==> config.mk <==
export PLATFORM = sky130hd
export DESIGN_NAME = fifo_wr_arbiter
export DESIGN_NICKNAME = d
export VERILOG_FILES = /design/src/rtl/fifo_wr_arbiter.sv
export SDC_FILE = /design/constraint.sdc
export NUM_CORES = 1
export LEC_CHECK = 0
export CAP_MARGIN = 20
export CORE_MARGIN = 5
export CORE_UTILIZATION = 36
export CTS_CLUSTER_DIAMETER = 60
export CTS_CLUSTER_SIZE = 40
export DETAILED_ROUTE_END_ITERATION = 7
export HOLD_SLACK_MARGIN = 0.03
export PLACE_DENSITY_LB_ADDON = 0.25
export SYNTH_ARGS = -nofsm -noshare
export SYNTH_HDL_FRONTEND = slang
export SYNTH_SLANG_ARGS = --single-unit
==> constraint.sdc <==
create_clock -name clk -period 2.3 [get_ports clk]
set_input_delay 0.23 -clock clk [delete_from_list [all_inputs] [get_ports clk]]
set_output_delay 0.23 -clock clk [all_outputs]
set_load 0.005 [all_outputs]
==> src/rtl/fifo_wr_arbiter.sv <==
// fifo_wr_arbiter: round-robin arbiter that shares one FIFO write port
// between N_REQ valid/ready producers. A grant lasts for up to MAX_BURST
// accepted beats and never writes while the FIFO is full.
//
// Handshake: a beat moves from requester g to the FIFO in a cycle when
// req_valid[g] && req_ready[g] are both high at the rising clock edge;
// req_ready[g] is high only while g holds the grant and the FIFO is not full,
// and fifo_w_en is exactly that transfer condition.
module fifo_wr_arbiter #(
  parameter int N_REQ     = 4,
  parameter int D_WIDTH   = 8,
  parameter int MAX_BURST = 4
) (
  input  logic                             clk,
  input  logic                             n_rst,
  input  logic [N_REQ-1:0]                 req_valid,
  input  logic [N_REQ*D_WIDTH-1:0]         req_data,
  output logic [N_REQ-1:0]                 req_ready,
  input  logic                             fifo_full,
  output logic                             fifo_w_en,
  output logic [D_WIDTH-1:0]               fifo_w_data,
  output logic                             grant_valid,
  output logic [$clog2(N_REQ)-1:0]         grant_id,
  output logic                             dbg_state_o,
  output logic [$clog2(MAX_BURST+1)-1:0]   dbg_beat_cnt_o
);

  localparam int GID_W = $clog2(N_REQ);
  localparam int BC_W  = $clog2(MAX_BURST + 1);

  typedef enum logic {
    IDLE  = 1'b0,
    GRANT = 1'b1
  } state_t;

  state_t             state_q;
  logic [BC_W-1:0]    beat_cnt_q;
  logic [GID_W-1:0]   grant_id_q;
  logic [GID_W-1:0]   last_grant_q;

  logic [GID_W-1:0]   sel_d;
  logic               sel_found;
  logic [GID_W-1:0]   cand;
  logic               g_valid;
  logic               transfer;
  logic               last_beat;

  // Round-robin pick: first valid requester searching upward from last_grant+1
  always_comb begin
    sel_found = 1'b0;
    sel_d     = '0;
    cand      = '0;
    for (int k = 1; k <= N_REQ; k++) begin
      cand = GID_W'((int'(last_grant_q) + k) % N_REQ);
      if (!sel_found && req_valid[cand]) begin
        sel_found = 1'b1;
        sel_d     = cand;
      end
    end
  end

  // Route the granted requester's valid/data and drive its ready
  always_comb begin
    g_valid     = 1'b0;
    fifo_w_data = '0;
    req_ready   = '0;
    for (int i = 0; i < N_REQ; i++) begin
      if (grant_id_q == GID_W'(i)) begin
        g_valid = req_valid[i];
        if (state_q == GRANT) begin
          fifo_w_data  = req_data[i*D_WIDTH +: D_WIDTH];
          req_ready[i] = !fifo_full;
        end
      end
    end
  end

  assign transfer       = (state_q == GRANT) && g_valid && !fifo_full;
  assign last_beat      = (beat_cnt_q == BC_W'(MAX_BURST - 1));
  assign fifo_w_en      = transfer;
  assign grant_valid    = (state_q == GRANT);
  assign grant_id       = grant_id_q;
  assign dbg_state_o    = state_q;
  assign dbg_beat_cnt_o = beat_cnt_q;

  // Grant FSM: arbitrate in IDLE, count beats and release in GRANT
  always_ff @(posedge clk or negedge n_rst) begin
    if (!n_rst) begin
      state_q      <= IDLE;
      beat_cnt_q   <= '0;
      grant_id_q   <= '0;
      last_grant_q <= GID_W'(N_REQ - 1);
    end else begin
      case (state_q)
        IDLE: begin
          if (sel_found) begin
            grant_id_q <= sel_d;
            beat_cnt_q <= '0;
            state_q    <= GRANT;
          end
        end
        GRANT: begin
          if (transfer) begin
            if (last_beat) begin
              state_q      <= IDLE;
              last_grant_q <= grant_id_q;
              beat_cnt_q   <= '0;
            end else begin
              beat_cnt_q <= beat_cnt_q + BC_W'(1);
            end
          end else if (!g_valid) begin
            // Requester withdrew; stalls on a full FIFO keep the grant instead
            state_q      <= IDLE;
            last_grant_q <= grant_id_q;
            beat_cnt_q   <= '0;
          end
        end
      endcase
    end
  end

endmodule

==> After elaboration in Yosys (flattened, before gate mapping) <==
Cells that the tools add are included.
W data, S select, Z words.
{ "word_totals": {"ff_bits": 8, "input_bits": 39, "word_cells": 81} }
{ "classes": {"n_addsub": 5, "n_lt_le_gt_ge": 4, "n_eq_ne": 8, "n_reduce_logical": 13, "n_bitwise": 1, "n_mux": 46} }
{ "op_table": {"columns": ["op", "n"], "rows": [
  ["$mux W8", 8],
  ["$mux W1", 21],
  ["$mux W2", 7],
  ["$lt A2 B3 Y1 const B", 4],
  ["$mux W3", 4],
  ["$bmux W1 S2", 4],
  ["$pmux W3 S2", 1],
  ["$logic_and A1 B1 Y1", 5],
  ["$add A2 B1 Y2 const B", 2],
  ["$add A2 B2 Y2 const B", 2],
  ["$eq A2 B2 Y1 const B", 2],
  ["$logic_not A1 Y1", 4],
  ["$ne A2 B2 Y1 const B", 2],
  ["$reduce_and A2 Y1", 2],
  ["$add A3 B1 Y3 const B", 1],
  ["$eq A3 B2 Y1 const B", 1],
  ["$ne A3 B3 Y1 const B", 1],
  ["$reduce_and A3 Y1", 1],
  ["$eq A2 B1 Y1 const B", 1],
  ["$logic_not A2 Y1", 1],
  ["$ne A2 B1 Y1 const B", 1],
  ["$pmux W1 S2", 1],
  ["$not A1 Y1", 1]
]} }

==> Logic depth before layout (Yosys ltp) <==
Gate-level depths: netlist (run 1).
{ "depth": {"word_depth": 15, "mapped_depth": 5} }

==> Worst setup path before layout (run 1) <==
No wires, ideal clock.
{ "synth_timing": {"path_kind": "reg2reg", "start": "reg grant_id_q[0] (netlist: grant_id[0])", "end": "reg last_grant_q[0]", "stages_incl_launch_ff": 6, "path_slack_ps": 657, "t_required_ps": 2218, "n_path_buf": 1, "arrival_time_ps": 1561, "path_cell_list": "dfrtp_1 buf_6 mux4_2 o21ai_1 and2_4 mux2_2"} }
{ "synth_via": {"elab_chain_cells": 9} }
{ "synth_rtl": {"columns": ["element", "line_no", "source"], "rows": [
  ["start: declaration", "38", "logic [GID_W-1:0] grant_id_q;"],
  ["start signal: assignment", "97", "grant_id_q <= sel_d;"],
  ["$logic_not A2 Y1", "68", "if (grant_id_q == GID_W'(i)) begin"],
  ["$mux W1 (4 in a row)", "68", null],
  ["$logic_and A1 B1 Y1 (2 in a row)", "78", "assign transfer = (state_q == GRANT) && g_valid && !fifo_full;"],
  ["$ne A2 B1 Y1 (no source line) / $ne A2 B2 Y1 (equally long branches)", null, null],
  ["$reduce_and A3 Y1 (no source line)", null, null],
  ["end signal: assignment", "92", "last_grant_q <= GID_W'(N_REQ - 1);"],
  ["end signal: assignment", "106", "last_grant_q <= grant_id_q;"],
  ["end signal: assignment", "114", "last_grant_q <= grant_id_q;"],
  ["end: declaration", "39", "logic [GID_W-1:0] last_grant_q;"]
]} }
Several ways; a longest one is shown, not always the timed one. The select of a mux whose other input is x is not followed.
A chain may end at the register's enable or synchronous reset.

==> Worst setup path after layout (run 1) <==
{ "layout_timing": {"start": "reg grant_id_q[0] (netlist: grant_id[0])", "end": "out fifo_w_data[0]"} }
{ "layout_via": {"elab_chain_cells": 8} }
{ "layout_rtl": {"columns": ["element", "line_no", "source"], "rows": [
  ["$logic_not A2 Y1", "68", null],
  ["$mux W8", "68", null],
  ["$mux W8", "70", "if (state_q == GRANT) begin"],
  ["$mux W8", "68", null],
  ["$mux W8", "70", null],
  ["$mux W8", "68", null],
  ["$mux W8", "70", null],
  ["$mux W8 (*)", "68", null],
  ["end: declaration", "21", "output logic [D_WIDTH-1:0] fifo_w_data,"]
]} }
Every way passes the cells marked *; elsewhere a longest branch is shown, timed or not.

==> impl_metrics.toml, run 1 <==
[die]
die-area_um2 = 3149
placementRows = 16
num_io_pins = 59
start_util_pct = 38.25
core-area_um2 = 2002
die_y_um = 56.12
die_w_um = 56.12

[critical_path]
worst_setup_path_end_kind = "primary output"
arrival_ps = 1960
startpoint_type = "flop"
required_ps = 2070
reg2reg_depth = 4
cp_max_fo = 6
worstSetupPathType = "reg -> out"

[layout]
final_nets = 174
area_growth_pct = 85.13
utilization_pct = 70.81
fin_cells = 160
final_cell_mix = "clkdlybuf4s50_1, mux4_2, and2_1"
final_area_um2 = 1418
diodes = 0
layout_commonest_cell = "clkdlybuf4s50_1"
drive_gt1_share_pct = 21.80

[global_route]
grt_use_total_pct = 15.65
grt_remaining_overflow = 0
antenna_found_initial = 0
grt_pass1_vias = 803
grt_pass1_wl_um = 3926
grt_max_degree = 16

[pwr]
power.density_nw_per_um2 = 989.8
total_power_mw = 1.403
p_leak_nw = 0.5474
ir_worst_vdd_mv = 0.7342

[job]
cap_violations = 0

[timing]
rsz0062_at_grt = "no"
finalCriticalPeriod_ps = 2188
slew_viol_final = 0
clock_skew_ps = 14.81
setup_slack_ps = 111.6
worst-slew-pin-transition_ps = 345.9
hold_violations = 0
setup_viol = 0
final.setup.tns_ps = 0
slew-limit-headroom_pct = 76.87
finalCritPeriodShare_pct = 95.15
hold_ws_ps = 226.6
fmax_ghz = 0.4569

[cts]
root_buffer = "clkbuf_4"
cts_tree = "built"
cts.path.max_buffers = 2
cts_made_buffers = 3
clk_pin_slew_ps = 60
htreeDepth = 1
hold_buffers = 0
cts_sinks = 8
insertion_delay_ps = 270

[placed_design]
pre_cts_ws_ps = 174.4
portBuffers = 58
place_area_um2 = 1374
hpwl_um = 1983
place_congestion = 0.8145
placed_cells = 154

[logic_synthesis]
synth_area_per_cell_um2 = 10.78
synth_area_leaders = "mux4_2, dfrtp_1, and2_1"
yosysTopAreaCellShare_pct = 26.47
synth_nets = 111
synth_cells = 71
synthMuxAreaShare_pct = 32.19
ys_warn_count = 0
synthXorXnorAreaFrac_pct = 0
ys_ff_latch = 8
post-synth-top-area-cell = "mux4_2"
ys_types = 29
synthSimpleGateAreaFrac_pct = 24.67
synthAdderAreaFrac_pct = 1.634
synth_area_um2 = 765.7
synth_top_family_by_area = "multiplexers"
ys_seq_area_share_pct = 26.47
synth-compound-area-share_pct = 10.29

[run_status]
outcome = "complete, no violations"

[detailed_routing]
drt_first_iter_violations = 9
post_drt_wl_per_cell_um = 14.85
drc = 0
postRouteAntennaNets = 0
routed_via_density = 5.019
detail_route.wirelength_um = 2376
vias = 803
drtPass1Iterations = 3

[worst_hold_path]
hold_class = "in -> async"
## cell usage after synthesis
| cell | number |
|---|---|
| a211oi_1 | 1 |
| a21oi_1 | 3 |
| a22o_1 | 1 |
| a32o_1 | 1 |
| and2_1 | 9 |
| and2_4 | 2 |
| and3_1 | 1 |
| and3b_1 | 1 |
| buf_2 | 2 |
| buf_4 | 1 |
| buf_6 | 1 |
| clkbuf_1 | 2 |
| dfrtp_1 | 6 |
| dfstp_2 | 2 |
| ha_1 | 1 |
| mux2_2 | 3 |
| mux2i_1 | 1 |
| mux4_2 | 9 |
| nand2_1 | 5 |
| nand2b_1 | 3 |
| nor2_1 | 5 |
| nor2b_1 | 4 |
| nor3b_1 | 1 |
| o21a_1 | 1 |
| o21ai_0 | 1 |
| o21ai_1 | 1 |
| o221a_2 | 1 |
| o2bb2ai_1 | 1 |
| or4_4 | 1 |
## cell families after synthesis
family / count (synthesis)
compound gates: 11
fa+ha+maj: 1
buf+inv: 6
flops: 8
mux: 13
simple gates: 32
## area by class of cell
cell class	count	area, um^2
fillers	165	584.3
well taps	27	33.78
repair buffers	64	625.6
flip-flops and latches	8	205.2
clock buffers	4	26.28
multi-input cells	57	526.8
## repair_timing
item                                    4_1_cts  5_1_grt
buffers inserted                              0        2
endpoints found under the setup margin        5        6
gates resized for setup                       1        1
pin swaps                                     0        0
## worst max-delay path: stages, from the launching register on
cell and delay (ps):
dfrtp_2 420, buf_4 170, mux4_2 480, and2_1 170, clkdlybuf4s50_1 450
## path summary, 6_finish.rpt
check                                     to         startpoint  slack, ps
max                           fifo_w_data[0]        grant_id[0]        110
min in group clk           dbg_beat_cnt_o[2]  dbg_beat_cnt_o[2]        530
max in group asynchronous    last_grant_q[1]              n_rst       1760
min                        dbg_beat_cnt_o[0]              n_rst        230
max reg2reg                  last_grant_q[0]        grant_id[0]        650
min reg2reg                dbg_beat_cnt_o[2]  dbg_beat_cnt_o[2]        530
## layer usage
layer  global-route usage (%)  vias to the layer above  routed length, um
met4                    4.068                        0                 25
met3                    4.408                        2                154
li1                         -                      388                  -
met5                        0                        -                  0
met2                    26.04                       35               1173
met1                    19.80                      378               1023
## sequential cells by signal, indices dropped and copies added (netlist names)
signal / count
grant_id: 2
dbg_state_o: 1
dbg_beat_cnt_o: 3
last_grant_q: 2
## power breakdown
group	internal (mW)	total, mW	switching (mW)
Clock	0.0667	0.121	0.0543
Combinational	0.671	0.981	0.311
Sequential	0.215	0.301	0.0852
Total	0.953	1.40	0.450
(Power assumes the default switching activity.)
==> run 2: changes to the inputs <==
CORE_UTILIZATION = 33   (was 36)
RECOVER_POWER = 25   (was unset)
clock period = 2.1 ns   (was 2.3 ns; I/O delays follow)
==> run 2 against run 1 <==
Clock skew fell by 11 ps. Largest cell class unchanged. Sequential cell count did not move. Cell area rose by 1.4%.
==> impl_metrics.toml, run 2 (synthesis gave the netlist of run 1 again) <==
[run_status]
outcome = "complete, no violations"

[timing]
slew_viol_final = 0
setup_viol = 0
finalCritPeriodShare_pct = 94.41
hold_violations = 0
slew-limit-headroom_pct = 76.53
worst-slew-pin-transition_ps = 351.0
finalCriticalPeriod_ps = 1983
fmax_ghz = 0.5044
clock_skew_ps = 3.675
rsz0062_at_grt = "no"
setup_slack_ps = 117.4
final.setup.tns_ps = 0

[placed_design]
hpwl_um = 2056
place_congestion = 0.7849
pre_cts_ws_ps = 103.1
portBuffers = 58

[global_route]
grt_use_total_pct = 15.17
grt_max_degree = 16
antenna_found_initial = 0
grt_pass1_vias = 873
grt_pass1_wl_um = 3995
grt_remaining_overflow = 0

[detailed_routing]
drc = 0
vias = 795
post_drt_wl_per_cell_um = 14.55
detail_route.wirelength_um = 2387
drt_first_iter_violations = 5
routed_via_density = 4.848
postRouteAntennaNets = 0
drtPass1Iterations = 3

[critical_path]
startpoint_type = "flop"
rrSetupSlack_ps = 380
worst_setup_path_end_kind = "primary output"
reg2reg_depth = 5
worst_r2r_startpoint = "grant_id[0]"
crit_path_end = "fifo_w_data[3]"
arrival_ps = 1770
cp_max_fo = 6
r2r_end = "last_grant_q[0]"
worstSetupPathType = "reg -> out"
required_ps = 1890
crit_start = "grant_id[1]"

[cts]
clk_pin_slew_ps = 60
cts_made_buffers = 3
insertion_delay_ps = 250
cts_sinks = 8
cts_tree = "built"
hold_buffers = 0
cts.path.max_buffers = 2
htreeDepth = 1
root_buffer = "clkbuf_4"

[layout]
final_nets = 177
drive_gt1_share_pct = 22.79
area_growth_pct = 87.75
diodes = 0
final_cell_mix = "clkdlybuf4s50_1, mux4_2, and2_1"
layout_commonest_cell = "clkdlybuf4s50_1"
num-fill-cells = 180
seq_area_um2 = 203.9
multi_input_area_um2 = 526.8
largest_reg_flops = 3

[die]
placementRows = 17
core-area_um2 = 2212
die_w_um = 58.17
die_y_um = 58.17
start_util_pct = 34.62
die-area_um2 = 3384
num_io_pins = 59

[pwr]
p_leak_nw = 0.5911
ir_worst_vdd_mv = 0.6784
power.density_nw_per_um2 = 1027

[worst_hold_path]
hold_class = "in -> async"

[job]
cap_violations = 0
## run 2: cell count changes in the layout (fill, tap and decap cells not counted), sizes merged
| cell | change |
|---|---|
| dlygate4sd2 | +8 |
| buf | +3 |
| dlygate4sd3 | +2 |
| clkdlybuf4s50 | -10 |
## run 2: layer usage
| layer | vias up | global-route usage, % | part of all wire (%) |
|---|---|---|---|
| met1 | 362 | 17.28 | 43 |
| li1 | 396 | - | - |
| met5 | - | 0 | 0 |
| met4 | 0 | 3.974 | 0.67 |
| met3 | 2 | 3.563 | 9.5 |
| met2 | 35 | 28.06 | 47 |
## run 2: worst max-delay path, stage by stage (launching register included)
cell and delay, ps:
dfrtp_2 420, mux4_2 500, and2_1 170, clkdlybuf4s50_1 440
## run 2: layout make-up
cell class | count | share of cell area, %
Clock buffer | 4 | 1.828
Multi-Input combinational cell | 57 | 36.64
Sequential cell | 8 | 14.19
Tap cell | 28 | 2.437
Timing Repair Buffer | 67 | 44.91
## run 2: metrics by stage
| stage | power [mW] | cells | hold WS (ps) | utilization [%] | instance area [um^2] |
|---|---|---|---|---|---|
| after floorplan | 0.8950 | 71 | -85.59 | - | 765.7 |
| after global placement | 1.378 | 159 | 496.1 | 63.52 | 1405 |
| after detailed placement | 1.400 | 159 | 499.0 | 63.52 | 1405 |
| after CTS | 1.500 | 164 | 233.5 | 64.93 | 1436 |
| after global routing | 1.607 | 164 | 323.9 | 64.99 | 1438 |
| final | 1.476 | 164 | 295.5 | 64.99 | 1438 |
## run 2: how the worst min path moves through the flow
| stage | to | slack, ps | cells after the start |
|---|---|---|---|
| after global placement | grant_id[1] | 500 | 1 |
| after global routing | dbg_beat_cnt_o[0] | 320 | 1 |
| after detailed placement | dbg_beat_cnt_o[2] | 500 | 1 |
| after CTS | dbg_beat_cnt_o[0] | 230 | 1 |
| after floorplan | dbg_beat_cnt_o[0] | -90 | 0 |
| final | dbg_beat_cnt_o[0] | 300 | 1 |
## run 2: where the power goes
group          switching (mW)  total, mW  internal [mW]
Combinational           0.363       1.04          0.681
Sequential             0.0709      0.305          0.234
Clock                  0.0543      0.127         0.0728
## run 2: timing repair
| item | in CTS | in global routing |
|---|---|---|
| gates cloned | 0 | 0 |
| setup buffers | 1 | 0 |
| gates resized for setup | 10 | 1 |
| endpoints found under the setup margin | 7 | 1 |
